==> config.mk <==
export PLATFORM = sky130hd
export DESIGN_NAME = led_sequence_player
export DESIGN_NICKNAME = d
export VERILOG_FILES = /design/src/rtl/led_sequence_player.sv
export SDC_FILE = /design/constraint.sdc
export NUM_CORES = 1
export LEC_CHECK = 0
export ABC_CLOCK_PERIOD_IN_PS = 3000
export CAP_MARGIN = 20
export CORE_ASPECT_RATIO = 0.7
export CORE_MARGIN = 5
export CORE_UTILIZATION = 45
export CTS_CLUSTER_DIAMETER = 50
export CTS_CLUSTER_SIZE = 14
export DETAILED_ROUTE_END_ITERATION = 8
export PLACE_DENSITY = 0.67
export SYNTH_ARGS = -nofsm -noshare
export SYNTH_HDL_FRONTEND = slang
export SYNTH_SLANG_ARGS = --single-unit
==> constraint.sdc <==
create_clock -name clock -period 3 [get_ports clock]
set_input_delay 0.6 -clock clock [delete_from_list [all_inputs] [get_ports clock]]
set_output_delay 0.6 -clock clock [all_outputs]
set_load 0.03 [all_outputs]
==> src/rtl/led_sequence_player.sv <==
// ---------------------------------------------------------------------------
// led_sequence_player
//
// Memory-mapped LED playback engine. Software pushes a list of 2-bit colour
// codes into a small FIFO with back-to-back stores. The block then plays the
// codes autonomously: each colour lights its LED for ON_CYCLES clocks and is
// followed by GAP_CYCLES dark clocks.
//
// Ports:
//   clock       system clock
//   reset       asynchronous reset, active-low
//   wr_en       one-cycle push strobe (store to the player data address)
//   wr_color    colour code: 00 red, 01 blue, 10 green, 11 yellow
//   clear       one-cycle flush strobe (store to the player control address)
//   status      {20'b0, overflow, busy, full, empty, count[7:0]}
//   red_led     red LED drive, active-high
//   blue_led    blue LED drive, active-high
//   green_led   green LED drive, active-high
//   yellow_led  yellow LED drive, active-high
// ---------------------------------------------------------------------------
module led_sequence_player #(
  parameter int DEPTH      = 16,
  parameter int ON_CYCLES  = 25000000,
  parameter int GAP_CYCLES = 12500000
) (
  input  logic        clock,
  input  logic        reset,
  input  logic        wr_en,
  input  logic [1:0]  wr_color,
  input  logic        clear,
  output logic [31:0] status,
  output logic        red_led,
  output logic        blue_led,
  output logic        green_led,
  output logic        yellow_led
);

  localparam int MAX_CYCLES = (ON_CYCLES > GAP_CYCLES) ? ON_CYCLES : GAP_CYCLES;
  localparam int TIMER_W    = (MAX_CYCLES > 1) ? $clog2(MAX_CYCLES) : 1;
  localparam int PTR_W      = $clog2(DEPTH);

  localparam logic [TIMER_W-1:0] ON_RELOAD  = TIMER_W'(ON_CYCLES - 1);
  localparam logic [TIMER_W-1:0] GAP_RELOAD = TIMER_W'(GAP_CYCLES - 1);
  localparam logic [PTR_W-1:0]   LAST_PTR   = PTR_W'(DEPTH - 1);
  localparam logic [7:0]         DEPTH_CNT  = 8'(DEPTH);

  typedef enum logic [1:0] {
    ST_IDLE = 2'd0,
    ST_ON   = 2'd1,
    ST_GAP  = 2'd2
  } state_t;

  logic [1:0]         mem [DEPTH];

  state_t             state_q, state_d;
  logic [TIMER_W-1:0] timer_q, timer_d;
  logic [PTR_W-1:0]   rd_ptr_q, rd_ptr_d;
  logic [PTR_W-1:0]   wr_ptr_q, wr_ptr_d;
  logic [7:0]         count_q, count_d;
  logic               overflow_q, overflow_d;
  logic [1:0]         cur_color_q, cur_color_d;
  logic [3:0]         led_q, led_d;

  logic               empty;
  logic               full;
  logic               pop;
  logic               push;

  // DEPTH need not be a power of two, so pointers wrap explicitly.
  function automatic logic [PTR_W-1:0] next_ptr(input logic [PTR_W-1:0] ptr);
    return (ptr == LAST_PTR) ? '0 : ptr + PTR_W'(1);
  endfunction

  // Next-state logic for the FIFO bookkeeping, playback FSM and LED drive.
  always_comb begin
    empty       = (count_q == 8'd0);
    full        = (count_q == DEPTH_CNT);
    pop         = 1'b0;
    push        = 1'b0;
    state_d     = state_q;
    timer_d     = timer_q;
    rd_ptr_d    = rd_ptr_q;
    wr_ptr_d    = wr_ptr_q;
    count_d     = count_q;
    overflow_d  = overflow_q;
    cur_color_d = cur_color_q;
    led_d       = 4'b0000;

    case (state_q)
      ST_IDLE: begin
        if (!empty) begin
          pop = 1'b1;
        end
      end
      ST_ON: begin
        if (timer_q == '0) begin
          state_d = ST_GAP;
          timer_d = GAP_RELOAD;
        end else begin
          timer_d = timer_q - TIMER_W'(1);
        end
      end
      ST_GAP: begin
        if (timer_q == '0) begin
          if (!empty) begin
            pop = 1'b1;
          end else begin
            state_d = ST_IDLE;
          end
        end else begin
          timer_d = timer_q - TIMER_W'(1);
        end
      end
      default: begin
        state_d = ST_IDLE;
        timer_d = '0;
      end
    endcase

    if (pop) begin
      cur_color_d = mem[rd_ptr_q];
      rd_ptr_d    = next_ptr(rd_ptr_q);
      state_d     = ST_ON;
      timer_d     = ON_RELOAD;
    end

    // A pop in the same cycle frees a slot, so a push into a full FIFO is
    // still accepted then.
    push = wr_en && (!full || pop);
    if (push) begin
      wr_ptr_d = next_ptr(wr_ptr_q);
    end
    if (wr_en && !push) begin
      overflow_d = 1'b1;
    end

    case ({push, pop})
      2'b10:   count_d = count_q + 8'd1;
      2'b01:   count_d = count_q - 8'd1;
      default: count_d = count_q;
    endcase

    // Flush wins over everything, including a push in the same cycle.
    if (clear) begin
      push       = 1'b0;
      pop        = 1'b0;
      state_d    = ST_IDLE;
      timer_d    = '0;
      rd_ptr_d   = '0;
      wr_ptr_d   = '0;
      count_d    = 8'd0;
      overflow_d = 1'b0;
    end

    // Decoding from the next state registers the LEDs so they rise on the
    // cycle right after the pop edge.
    if (state_d == ST_ON) begin
      led_d = 4'b0001 << cur_color_d;
    end
  end

  // Control and output registers; reset blanks the LEDs without a clock.
  always_ff @(posedge clock or negedge reset) begin
    if (!reset) begin
      state_q     <= ST_IDLE;
      timer_q     <= '0;
      rd_ptr_q    <= '0;
      wr_ptr_q    <= '0;
      count_q     <= 8'd0;
      overflow_q  <= 1'b0;
      cur_color_q <= 2'b00;
      led_q       <= 4'b0000;
    end else begin
      state_q     <= state_d;
      timer_q     <= timer_d;
      rd_ptr_q    <= rd_ptr_d;
      wr_ptr_q    <= wr_ptr_d;
      count_q     <= count_d;
      overflow_q  <= overflow_d;
      cur_color_q <= cur_color_d;
      led_q       <= led_d;
    end
  end

  // Colour storage needs no reset; the count decides what is valid.
  always_ff @(posedge clock) begin
    if (push) begin
      mem[wr_ptr_q] <= wr_color;
    end
  end

  assign status     = {20'b0, overflow_q, (state_q != ST_IDLE), full, empty, count_q};
  assign red_led    = led_q[0];
  assign blue_led   = led_q[1];
  assign green_led  = led_q[2];
  assign yellow_led = led_q[3];

endmodule

==> results.env, run 1 <==
NUM-NETS-FINAL=524
CTS.CLK_SLEW.WORST_PATHS_NS=0.07
NFILLCELLS=910
FINAL_CORE_UTIL_PCT=53.21
POSTSYNTH.ASYNCRESETSHARE_PCT=60.98
SYN_AREA_MM2=0.004770
DIE_AREA_MM2=0.01279
DRV.MAX_CAP_VIOLATION_COUNT=0
SYNTH.YOSYS.SEQ_AREA_SHARE_PCT=46.38
GRT.OVERFLOW.TOTAL=0
TIMING_HOLD_VIOLATIONS_FINAL=0
TRITONCTS_SINK_COUNT=82
LAYOUTNONFILLERINSTCOUNT=638
HTREE_NUM_LEVELS=3
DRT.ANTENNA.VIOLATING_NETS=0
CP_DATA_ARRIVAL_TIME_NS=2.26
GLOBAL_ROUTE.USAGE.TOTAL_PCT=18.92
LAYOUT-DRIVE-GT1-SHARE_PCT=16.80
SYNTH_ENABLE_FLOP_CELLS=32
INITIAL_ANTENNA_VIOLATION_COUNT=0
GRT_FIRST_PASS_WIRELENGTH_UM=19170
CRITPATHLAUNCHTYPE='register'
NETLIST.AREA_LEADER.SHARE_PCT=26.23
TOTALNEGATIVESETUPSLACK_NS=0
START_UTIL_PCT=46.06
FINALWIRELENGTH_UM=11540
DPL.CELL_COUNT=618
INTPOWER_mW=3.208
FINAL.MIN_CLOCK_PERIOD_NS=2.864
FF2FF_PATH_DEPTH=12
GRT_SETUP_UNREPAIRED='yes'
CTS-HOLD-FIX-BUFFERS=0
SYNTHESIS.AREA_PER_INSTANCE_UM2=10.21
PORT-BUFFER-COUNT=21
POWER.SHARE.SWITCHING_PCT=43.61
LAYOUT_WORST_PATH_CYCLE_SHARE_PCT=95.46
VDD.IR_DROP.WORST_uV=564.6
SLEW_WORST_PIN_NS=0.6778
YS_SEQ_ELEMENTS=82
PRE_CTS_WS_NS=0.1036
SYNTHESIS.YOSYS.WARNINGS=0
WORSTSETUPENDPOINTTYPE='output port'
ANTENNA_CELLS_INSERTED=0
SYNTHDOMINANTAREACELLTYPE='dfrtp_1'
FLOORPLAN.CORE_AREA_MM2=0.01036
CRITPATHMAXFANOUT=4
VIAS_IN_THE_FIRST_GLOBAL_ROUTE=3635
AVGVIACOUNTPERCELL=6.060
DIE_Y_UM=96.14
PORTION_OF_TOTAL_POWER_ATTRIBUTED_TO_COMBINATIONAL_LOGIC_PCT=52.8
CTS_BUFFERS=9
CTS_TREE='built'
CLOCKROOTBUFFER='clkbuf_16'
ROUTED_WIRE_PER_STD_CELL_UM=18.08
ROWS=31
DIE_WIDTH_UM=133.1
CLOCK.FMAX_MHz=349.2
DPL.HPWL_UM=8074
SYNTHFLOPTYPE='dfrtp_1'
CRIT_SLOWEST_CELL='dfrtp_1'
CLOCK_INSERTION_DELAY_WORST_SKEW_NS=0.34
CRIT_PATH_CELL_TRACE='nor4_2 -> nor4b_2 -> nand2_1 -> inv_1 -> dlygate4sd2_1'
R2R_SETUP_SLACK_NS=0.14
GRT_MAX_DEGREE=51
OUTCOME='completed'
SYN_TO_FINAL_GROWTH_PCT=15.53
CLOCK_POWER_SHARE_PCT=18.2
VIAS=3866
CLOCK_TREE_BUF_DEPTH=2
DETAIL_ROUTE.DRC_VIOLATIONS=0
SETUP_VIOL=0
SYNTH_AREA_LEADERS='dfrtp_1 (26%), edfxtp_1 (20%), ha_1 (4.2%), o21ai_0 (4.1%), buf_4 (3.8%)'
GPL.FINAL_WEIGHTED_CONGESTION=0.9497
POWER_DENSITY_OVER_THE_CELLS_mW_PER_MM2=1033
CRIT_PATH_CLASS='register to output port'
DETAILEDROUTE.FIRSTITERATIONVIOLATIONS=476
IO_PINS=42
REPORT.POWER.TOTAL_mW=5.690
SLOWEST_DELAY_NS=0.43
NET_SW_POWER_mW=2.482
PWR-SHARE-SEQ_PCT=29.0
SYNTH.DISTINCT_CELLS=74
DETAILED_ROUTING_ITERATION_COUNT_FOR_THE_PRE_ANTENNA_REPAIR_PASS=5
POSTSYNTHCELLCOUNT=467
FINAL_CRITICAL_PATH_SETUP_SLACK_NS=0.1362
LEAKAGEPOWER_nW=2.215
WORST-ENDPOINT-REQUIRED_NS=2.40
MAX_SLEW_MARGIN_PCT=54.82
HOLD_PATH_CLASS='primary input to asynchronous set/reset pin'
FIN_WORST_SKEW_NS=0.01070
TIMING_MAX_TRANSITION_VIOLATIONS_FINAL=0
==> synthesized netlist by cell type, types with 3 or more instances <==
cell type	n
nor3_1	26
a211oi_1	3
a21boi_0	3
edfxtp_1	32
nand4_1	6
nand3_1	13
inv_1	15
nand2b_1	3
xor2_1	4
nor2b_1	3
a21oi_1	25
dfrtp_1	50
o21ai_0	39
o2bb2ai_1	4
clkbuf_1	10
ha_1	16
nand2_1	25
a21o_1	7
a22o_1	4
buf_2	6
buf_4	24
or3_1	5
mux2i_1	4
nor3b_1	5
a31oi_1	9
nor4_1	10
mux4_2	8
nor2_1	47
==> sequential cells by signal, indices dropped and copies added, names as in the netlist <==
name         cells
count_q          8
cur_color_q      2
led_q            4
mem             32
overflow_q       1
rd_ptr_q         4
state_q          2
timer_q         25
wr_ptr_q         4
==> cell families after synthesis <==
logic type	count (synthesis)	synth area share [%]
DFF	82	46.38
adders and majority gates	17	4.617
xor gates and xnor gates	6	1.102
muxes	15	5.483
buffers and inverters	60	7.083
AOI/OAI and AO/OA	120	16.58
other	1	0.07862
and+or+nand+nor	166	18.68
==> what timing repair did <==
action | CTS | global route
pin swaps | 0 | 8
endpoints found under the setup margin | 1 | 4
buffers inserted | 0 | 4
resized for setup | 3 | 14
==> cell type report <==
cell class              instances  area (µm²)  share of cell area, %
clock buffers                  11       242.7                  4.405
clock inverters                 5       36.28                 0.6585
inverters                      16       65.06                  1.181
multi-input cells             344        2379                  43.17
flip-flops and latches         82        2212                  40.15
well taps                     132       165.2                  2.997
repair buffers                 48       410.4                  7.448
==> path summary, 6_finish.rpt <==
kind                               end   startpoint
min                         timer_q[1]        reset
max reg2reg                 count_q[5]   timer_q[2]
min in group clock         timer_q[24]  timer_q[24]
max in group asynchronous  timer_q[20]        reset
min reg2reg                timer_q[24]  timer_q[24]
max                          status[9]   count_q[2]
==> power by group through the flow <==
stage | clock network [mW] | logic (mW) | registers [mW]
6_report | 1.04 | 3.00 | 1.65
5_1_grt | 1.11 | 3.26 | 1.69
4_1_cts | 1.06 | 2.84 | 1.64
3_5_place_dp | 0 | 2.81 | 1.65
3_3_place_gp | 0 | 2.77 | 1.64
2_1_floorplan | 0 | 1.95 | 1.67
==> critical path: cells and delay by family, from the launching register on <==
family	cells	cell delay, ns
buf+inv	2	0.57
simple gates	3	0.91
flops	1	0.43
==> placed cells by master, fill, tap and decap left out, types with 3 or more instances in the layout <==
cell type         n
dfrtp_1          50
nor2_1           47
o21ai_0          39
edfxtp_1         32
nor3_1           26
buf_4            26
nand2_1          25
a21oi_1          23
conb_1           20
clkdlybuf4s50_1  19
nand3_1          13
ha_1             13
inv_1            12
a31oi_1           9
clkbuf_16         9
mux4_2            8
nor4_1            7
a21o_1            7
nand4_1           6
nor4_2            5
nor3b_1           5
or3_1             5
mux2i_1           4
a22o_1            4
o2bb2ai_1         4
xor2_1            4
nor2b_1           3
nand2b_1          3
a21boi_0          3
==> routing by layer <==
metal  global-route usage, %  routed length [µm]  part of all wire (%)
met1                   27.48                5513                    48
met2                   26.98                4953                    43
met3                   6.008                 992                   8.6
met4                   5.623                  76                  0.66
met5                       0                   0                     0
==> per-stage QoR <==
step	hold WS, ns	cell area, µm²
detailed placement	0.5018	5126
CTS	0.3920	5416
floorplan	0.3044	4866
global placement	0.5084	5126
global route	0.4399	5510
finish	0.3678	5510
(Power assumes the default switching activity.)
==> inputs of run 2 (changes only) <==
--- a/config.mk
+++ b/config.mk
@@ -13,6 +13,7 @@
 export CTS_CLUSTER_DIAMETER = 50
 export CTS_CLUSTER_SIZE = 14
 export DETAILED_ROUTE_END_ITERATION = 8
+export GPL_TIMING_DRIVEN = 0
 export PLACE_DENSITY = 0.67
 export SYNTH_ARGS = -nofsm -noshare
 export SYNTH_HDL_FRONTEND = slang
==> run 2 against run 1 <==
Against the previous run:
- the flow now finishes with violations (negative setup slack)
- critical path depth increased by 9
- fmax decreased by 6.7%
- first-iteration DRC count decreased by 16%
- routed wire length increased by 5.5%
- setup slack got worse by 0.21 ns
- via count increased by 3.1%
- total power increased by 2.5%
- die area unchanged
- sequential power about the same
- hold slack got worse by 0.18 ns
- critical endpoint is now count_q[5]
- largest cell class unchanged
- largest power group unchanged
- highest routed layer unchanged
==> results.env, run 2 (same netlist as run 1, synthesis figures left out) <==
CLOCK_TREE_BUF_DEPTH=2  # unchanged
CTS_BUFFERS=9  # unchanged
SETUP_VIOL=9  # was 0
POWER_DENSITY_OVER_THE_CELLS_mW_PER_MM2=999.6  # was 1033 mW/mm²
USE_MET2_PCT=29.10  # was 26.98%
GRT-BUSIEST-LAYER='met2'  # was met1
LAYOUT.CELLS.MOST_COMMON='dfrtp_1'  # unchanged
CRITICAL-PATH-TOP-DELAY-FAMILY='simple AND/OR/NAND/NOR gates'  # unchanged
DRV.MAX_CAP_VIOLATION_COUNT=0  # unchanged
HOLD_PATH_CLASS='primary input to asynchronous set/reset pin'  # unchanged
LAYOUTNONFILLERINSTCOUNT=675  # was 638
GRT_FIRST_PASS_WIRELENGTH_UM=19710  # was 19170 µm
IO_PINS=42  # unchanged
GRT_USE_MET1_PCT=28.35  # was 27.48%
REG_TOP3='mem: 32 flops, timer_q: 25 flops, count_q: 8 flops'  # unchanged
HTREE_NUM_LEVELS=3  # unchanged
CRITPATHMAXFANOUT=8  # was 4
GR-USAGE-MET3_PCT=5.434  # was 6.008%
CP_DATA_ARRIVAL_TIME_NS=3.27  # was 2.26 ns
FAILED_CHECKS='negative setup slack'
GPL.FINAL_WEIGHTED_CONGESTION=0.9278  # was 0.9497
DIE_Y_UM=96.14  # unchanged
REGISTERS.TOP_BY_FF_COUNT='mem'  # unchanged
FIN_WORST_SKEW_NS=0.006527  # was 0.01070 ns
FINALWIRELENGTH_UM=12170  # was 11540 µm
INITIAL_ANTENNA_VIOLATION_COUNT=0  # unchanged
DETAIL_ROUTE.DRC_VIOLATIONS=0  # unchanged
DRT.ANTENNA.VIOLATING_NETS=0  # unchanged
SLOWEST_DELAY_NS=0.40  # was 0.43 ns
TIMING_MAX_TRANSITION_VIOLATIONS_FINAL=0  # unchanged
GRT_MAX_DEGREE=34  # was 51
CTS_TREE='built'  # unchanged
ROUTED_WIRE_PER_STD_CELL_UM=18.03  # was 18.08 µm
DIE_AREA_MM2=0.01279  # unchanged
AVGVIACOUNTPERCELL=5.904  # was 6.060
DPL.HPWL_UM=8517  # was 8074 µm
CP_NUM_BUF_INV=2  # unchanged
DPL.CELL_COUNT=640  # was 618
NUMBER_OF_FLIP_FLOPS_IN_THE_LARGEST_REGISTER=32  # unchanged
LAYOUT_WORST_PATH_CYCLE_SHARE_PCT=102.3  # was 95.46%
LEAKAGEPOWER_nW=2.411  # was 2.215 nW
CRITPATHMOSTFREQUENTCELL='ha_4'
CLOCK.FMAX_MHz=325.7  # was 349.2 MHz
START_UTIL_PCT=46.06  # unchanged
VIAS=3985  # was 3866
CRIT_PATH_CLASS='register to register'  # was register to output port
FINAL_CELL_MIX='dfrtp_1 (50), nor2_1 (44), buf_4 (42)'  # was dfrtp_1 (50), nor2_1 (47), o21ai_0 (39)
VDD.IR_DROP.WORST_uV=603.2  # was 564.6 µV
DETAILEDROUTE.FIRSTITERATIONVIOLATIONS=398  # was 476
MAX_SLEW_MARGIN_PCT=58.19  # was 54.82%
PORT-BUFFER-COUNT=21  # unchanged
GRT_SETUP_UNREPAIRED='yes'  # unchanged
ROWS=31  # unchanged
FINAL.MIN_CLOCK_PERIOD_NS=3.070  # was 2.864 ns
CTS.CLK_SLEW.WORST_PATHS_NS=0.06  # was 0.07 ns
DIE_WIDTH_UM=133.1  # unchanged
ANTENNA_CELLS_INSERTED=0  # unchanged
WORSTSETUPENDPOINTTYPE='register'  # was output port
SYN_TO_FINAL_GROWTH_PCT=22.35  # was 15.53%
SLEW_WORST_PIN_NS=0.6271  # was 0.6778 ns
WORST-ENDPOINT-REQUIRED_NS=3.20  # was 2.40 ns
REPORT.POWER.TOTAL_mW=5.833  # was 5.690 mW
TIMING_HOLD_VIOLATIONS_FINAL=0  # unchanged
CRIT_SLOWEST_CELL='dfrtp_1'  # unchanged
FINAL_CRITICAL_PATH_SETUP_SLACK_NS=-0.07036  # was 0.1362 ns
NUM-NETS-FINAL=561  # was 524
CLOCKROOTBUFFER='clkbuf_16'  # unchanged
DETAILED_ROUTING_ITERATION_COUNT_FOR_THE_PRE_ANTENNA_REPAIR_PASS=5  # unchanged
GLOBAL_ROUTE.USAGE.TOTAL_PCT=19.57  # was 18.92%
OUTCOME='finished, violations left'  # was completed
CLOCK_INSERTION_DELAY_WORST_SKEW_NS=0.34  # about the same
CRITPATHLAUNCHTYPE='register'  # unchanged
VIAS_IN_THE_FIRST_GLOBAL_ROUTE=3848  # was 3635
FLOORPLAN.CORE_AREA_MM2=0.01036  # unchanged
GRT.OVERFLOW.TOTAL=0  # unchanged
TRITONCTS_SINK_COUNT=82  # unchanged
LAYOUT-DRIVE-GT1-SHARE_PCT=22.65  # was 16.80%
CRIT_PATH_CELL_TRACE='inv_2 -> ha_4 -> nor4b_4 -> nand4_4 -> o31ai_4 -> nand3_4 -> inv_8 -> ha_4 -> a21o_1 -> a211oi_2 -> nor2_1 -> or3_1 -> o2111ai_2 -> o41ai_2'  # was nor4_2 -> nor4b_2 -> nand2_1 -> inv_1 -> dlygate4sd2_1
run 2: per-layer routing:
layer / routed length [µm] / vias to the layer above / share of wire (%)
met5: 0 / - / 0
met4: 126 / 0 / 1.0
met3: 973 / 10 / 8.0
met2: 5340 / 173 / 44
met1: 5729 / 1952 / 47
li1: - / 1850 / -
run 2: layout make-up:
type	count	area [µm²]
well taps	132	165.2
flip-flops and latches	82	2212
fillers	885	4521
plain buffers	43	271.5
inverters	16	67.56
repair buffers	42	385.4
clock buffers	10	229.0
multi-input cells	344	2462
clock inverters	6	42.54
run 2: worst paths after layout:
check                            endpoint  slack [ns]   startpoint  cells after the start
max                            count_q[5]       -0.07   timer_q[1]                     14
min                            count_q[5]        0.19        reset                      1
max reg2reg                    count_q[5]       -0.07   timer_q[1]                     14
min reg2reg                   timer_q[24]        0.51  timer_q[24]                      1
max in group asynchronous  cur_color_q[1]        2.28        reset                      2
min in group clock            timer_q[24]        0.51  timer_q[24]                      1
run 2: repair_timing:
| item | in CTS | in global routing |
|---|---|---|
| setup buffers | 10 | 10 |
| resized for setup | 16 | 23 |
| pin swaps | 5 | 12 |
| hold buffers | 0 | 0 |
| setup endpoints to repair | 7 | 13 |
run 2: power breakdown:
group / switching, mW / internal (mW)
Combinational: 1.85 / 1.33
Sequential: 0.258 / 1.37
Clock: 0.462 / 0.562
run 2: per-stage QoR:
stage / utilization (%) / setup WS (ns) / setup TNS [ns] / hold WS [ns] / cell area, µm²
6_report: 56.35 / -0.07036 / -0.1789 / 0.1885 / 5836
2_1_floorplan: - / -0.002986 / -0.002986 / 0.3044 / 4866
3_3_place_gp: 50.61 / -0.5027 / -10.57 / 0.5035 / 5241
3_5_place_dp: 50.76 / -0.5867 / -2.226 / 0.4986 / 5256
4_1_cts: 55.00 / -0.05497 / -0.09548 / 0.2009 / 5695
5_1_grt: 56.35 / -0.1894 / -2.567 / 0.2184 / 5836
run 2: worst register-to-register path: cells and delay by family, from the launching register on:
family,cells,cell delay [ns]
adder cells (fa/ha/maj),2,0.35
AO/OA/AOI/OAI,5,0.92
flip-flops,1,0.40
buffers and inverters,2,0.21
AND/OR/NAND/NOR,5,1.04
==> inputs of run 3 (changes only) <==
--- a/config.mk
+++ b/config.mk
@@ -7,14 +7,16 @@
 export LEC_CHECK = 0
 export ABC_CLOCK_PERIOD_IN_PS = 3000
 export CAP_MARGIN = 20
+export CELL_PAD_IN_SITES_DETAIL_PLACEMENT = 0
+export CELL_PAD_IN_SITES_GLOBAL_PLACEMENT = 2
 export CORE_ASPECT_RATIO = 0.7
 export CORE_MARGIN = 5
-export CORE_UTILIZATION = 45
+export CORE_UTILIZATION = 34
 export CTS_CLUSTER_DIAMETER = 50
 export CTS_CLUSTER_SIZE = 14
 export DETAILED_ROUTE_END_ITERATION = 8
 export GPL_TIMING_DRIVEN = 0
-export PLACE_DENSITY = 0.67
+export PLACE_DENSITY_LB_ADDON = 0.1
 export SYNTH_ARGS = -nofsm -noshare
 export SYNTH_HDL_FRONTEND = slang
 export SYNTH_SLANG_ARGS = --single-unit
==> run 3 against run 2 <==
Against the previous run:
- the run now ends clean
- cell count is 7.4% higher
- combinational power hardly changed
- non-clock buffer count is 8 lower
- register-to-register slack better by 0.14 ns
- fmax is 4.8% higher
- first-iteration DRC count is 40% lower
- clock skew is 0.0036 ns higher
- die area is 29% higher
- sequential cell count stayed put
- via count is 4.6% lower
- critical path type unchanged
- count of clock-buffer cells in the layout stayed put
- final area is 1.2% higher
==> results.env, run 3 (same netlist as run 1, synthesis figures left out) <==
NFILLCELLS=1331  # was 885
CLOCK_INSERTION_DELAY_WORST_SKEW_NS=0.34  # about the same
HOLD_PATH_CLASS='primary input to asynchronous set/reset pin'  # unchanged
ROWS=36  # was 31
INITIAL_ANTENNA_VIOLATION_COUNT=0  # unchanged
WORSTSETUPSTARTPOINT='timer_q[0]'  # was timer_q[1]
TIMING_HOLD_VIOLATIONS_FINAL=0  # unchanged
TIMING_MAX_TRANSITION_VIOLATIONS_FINAL=0  # unchanged
GRT_MAX_DEGREE=36  # was 34
VDD.IR_DROP.WORST_uV=554.0  # was 603.2 µV
GLOBAL_ROUTE.USAGE.TOTAL_PCT=16.52  # was 19.57%
POWER_DENSITY_OVER_THE_CELLS_mW_PER_MM2=1008  # was 999.6 mW/mm²
PORTION_OF_TOTAL_POWER_ATTRIBUTED_TO_COMBINATIONAL_LOGIC_PCT=53.8  # was 54.5%
RR_ENDPOINT='count_q[5]'  # unchanged
CTS_BUFFERS=9  # unchanged
CLOCK_POWER_SHARE_PCT=18.7  # was 17.6%
AVGVIACOUNTPERCELL=5.244  # was 5.904
POWER.SHARE.SWITCHING_PCT=44.03  # was 43.98%
NET_SW_POWER_mW=2.622  # was 2.565 mW
GRT.OVERFLOW.TOTAL=0  # unchanged
VIAS=3802  # was 3985
WORSTSETUPENDPOINTTYPE='register'  # unchanged
WORST-ENDPOINT-REQUIRED_NS=3.20  # about the same
R2R_SETUP_SLACK_NS=0.07  # was -0.07 ns
ROUTED_WIRE_PER_STD_CELL_UM=17.73  # was 18.03 µm
CRIT_PATH_CELL_TRACE='inv_2 -> ha_4 -> nor4b_4 -> nand4_4 -> o31ai_4 -> nand3_4 -> inv_6 -> ha_4 -> a21o_1 -> a211oi_2 -> nor2_1 -> or3_1 -> o2111ai_2 -> o41ai_2'  # was inv_2 -> ha_4 -> nor4b_4 -> nand4_4 -> o31ai_4 -> nand3_4 -> inv_8 -> ha_4 -> a21o_1 -> a211oi_2 -> nor2_1 -> or3_1 -> o2111ai_2 -> o41ai_2
DRT.ANTENNA.VIOLATING_NETS=0  # unchanged
DETAILEDROUTE.FIRSTITERATIONVIOLATIONS=237  # was 398
SYN_TO_FINAL_GROWTH_PCT=23.87  # was 22.35%
DIE_WIDTH_UM=151.6  # was 133.1 µm
CTS.CLK_SLEW.WORST_PATHS_NS=0.07  # was 0.06 ns
SETUP_VIOL=0  # was 9
TRITONCTS_SINK_COUNT=82  # unchanged
HTREE_NUM_LEVELS=3  # unchanged
PRE_CTS_WS_NS=-0.6348  # was -0.5867 ns
REGISTERS.TOP_BY_FF_COUNT='mem'  # unchanged
FINAL_CELL_MIX='dfrtp_1 (50), nor2_1 (47), o21ai_0 (37)'  # was dfrtp_1 (50), nor2_1 (44), buf_4 (42)
LAYOUT.CELLS.MOST_COMMON='dfrtp_1'  # unchanged
OUTCOME='completed'  # was finished, violations left
DPL.HPWL_UM=9191  # was 8517 µm
REPORT.POWER.TOTAL_mW=5.954  # was 5.833 mW
CP_DATA_ARRIVAL_TIME_NS=3.13  # was 3.27 ns
CRIT_SLOWEST_CELL='dfrtp_1'  # unchanged
CRITPATHMAXFANOUT=4  # was 8
DPL.CELL_COUNT=698  # was 640
CRIT_PATH_CLASS='register to register'  # unchanged
VIAS_IN_THE_FIRST_GLOBAL_ROUTE=3733  # was 3848
CTS_TREE='built'  # unchanged
NUM-NETS-FINAL=553  # was 561
CLOCK.FMAX_MHz=341.5  # was 325.7 MHz
FINAL.MIN_CLOCK_PERIOD_NS=2.929  # was 3.070 ns
FINAL_DESIGN_AREA_NO_FILL_MM2=0.005908  # was 0.005836 mm²
CRITPATHLAUNCHTYPE='register'  # unchanged
GRT_SETUP_UNREPAIRED='yes'  # unchanged
FINAL_CRITICAL_PATH_SETUP_SLACK_NS=0.07133  # was -0.07036 ns
CLOCK_TREE_BUF_DEPTH=2  # unchanged
IO_PINS=42  # unchanged
PWR-SHARE-SEQ_PCT=27.5  # was 27.9%
CRIT_END='count_q[5]'  # unchanged
SLEW_WORST_PIN_NS=0.6890  # was 0.6271 ns
DIE_Y_UM=109.1  # was 96.14 µm
GRT_FIRST_PASS_WIRELENGTH_UM=21020  # was 19710 µm
GPL.FINAL_WEIGHTED_CONGESTION=0.8228  # was 0.9278
FINALWIRELENGTH_UM=12850  # was 12170 µm
CLOCKROOTBUFFER='clkbuf_16'  # unchanged
FLOORPLAN.CORE_AREA_MM2=0.01383  # was 0.01036 mm²
CRITPATHMOSTFREQUENTCELL='ha_4'  # unchanged
LAYOUTNONFILLERINSTCOUNT=725  # was 675
ANTENNA_CELLS_INSERTED=0  # unchanged
DIE_AREA_MM2=0.01654  # was 0.01279 mm²
FF2FF_PATH_DEPTH=14  # unchanged
MAX_SLEW_MARGIN_PCT=53.76  # was 58.19%
DETAIL_ROUTE.DRC_VIOLATIONS=0  # unchanged
LEAKAGEPOWER_nW=2.399  # was 2.411 nW
REG_TOP3='mem: 32 flops, timer_q: 25 flops, count_q: 8 flops'  # unchanged
SLOWEST_DELAY_NS=0.39  # was 0.40 ns
WORST_R2R_STARTPOINT='timer_q[0]'  # was timer_q[1]
PLACED_INSTANCE_AREA_MM2=0.005329  # was 0.005256 mm²
LAYOUT_WORST_PATH_CYCLE_SHARE_PCT=97.62  # was 102.3%
PORT-BUFFER-COUNT=21  # unchanged
START_UTIL_PCT=34.49  # was 46.06%
FIN_WORST_SKEW_NS=0.01016  # was 0.006527 ns
LAYOUT-DRIVE-GT1-SHARE_PCT=21.12  # was 22.65%
INTPOWER_mW=3.332  # was 3.268 mW
DETAILED_ROUTING_ITERATION_COUNT_FOR_THE_PRE_ANTENNA_REPAIR_PASS=4  # was 5
NUMBER_OF_FLIP_FLOPS_IN_THE_LARGEST_REGISTER=32  # unchanged
DRV.MAX_CAP_VIOLATION_COUNT=0  # unchanged
-- run 3: power by group through the flow --
stage	Clock, mW	Sequential, mW	Combinational, mW
after floorplan	0	1.67	1.95
after CTS	1.15	1.61	3.09
after detailed placement	0	1.61	2.85
after global routing	1.20	1.68	3.51
after global placement	0	1.61	2.84
final	1.11	1.64	3.20
-- run 3: final cells by class --
type                            count  area, µm²  share of cell area [%]
Multi-Input combinational cell    344       2484                   42.04
Sequential cell                    82       2212                   37.44
Timing Repair Buffer               35      336.6                   5.697
Buffer                             42      270.3                   4.574
Clock buffer                       10      250.2                   4.235
Tap cell                          190      237.7                   4.024
Inverter                           16      65.06                   1.101
Clock inverter                      6      52.55                  0.8895
-- run 3: how the worst min path moves through the flow --
stage                     slack (ns)     endpoint         from  depth (start not counted)
final                           0.19  timer_q[10]        reset                          1
after global routing            0.22  timer_q[11]        reset                          1
after CTS                       0.19  timer_q[10]        reset                          1
after detailed placement        0.49  timer_q[24]  timer_q[24]                          1
after global placement          0.48   overflow_q   overflow_q                          2
after floorplan                 0.30   count_q[0]        reset                          0
-- run 3: per-layer routing --
| layer | vias up | part of all wire [%] | global-route usage [%] |
|---|---|---|---|
| met3 | 4 | 4.3 | 3.656 |
| met5 | - | 0 | 0 |
| met1 | 1868 | 53 | 26.06 |
| met2 | 93 | 42 | 22.50 |
| li1 | 1837 | - | - |
| met4 | 0 | 0.54 | 4.167 |
-- run 3: per-stage QoR --
step / util, % / setup TNS, ns / hold WS (ns)
2_1_floorplan: - / -0.002986 / 0.3044
3_3_place_gp: 38.43 / -26.44 / 0.4836
3_5_place_dp: 38.54 / -2.642 / 0.4880
4_1_cts: 42.06 / -0.2182 / 0.1915
5_1_grt: 42.73 / -0.2265 / 0.2158
6_report: 42.73 / 0 / 0.1923
-- run 3: what timing repair did --
action | in CTS | in global routing
pin swaps | 8 | 9
gates resized for setup | 20 | 18
endpoints found under the setup margin | 9 | 16
hold buffers | 0 | 0
setup buffers | 9 | 4
-- run 3: critical path: cells and delay by family, from the launching register on --
family	cells	cell delay, ns
simple gates	5	0.98
compound gates	5	0.88
fa+ha+maj	2	0.33
flops	1	0.39
buf+inv	2	0.20
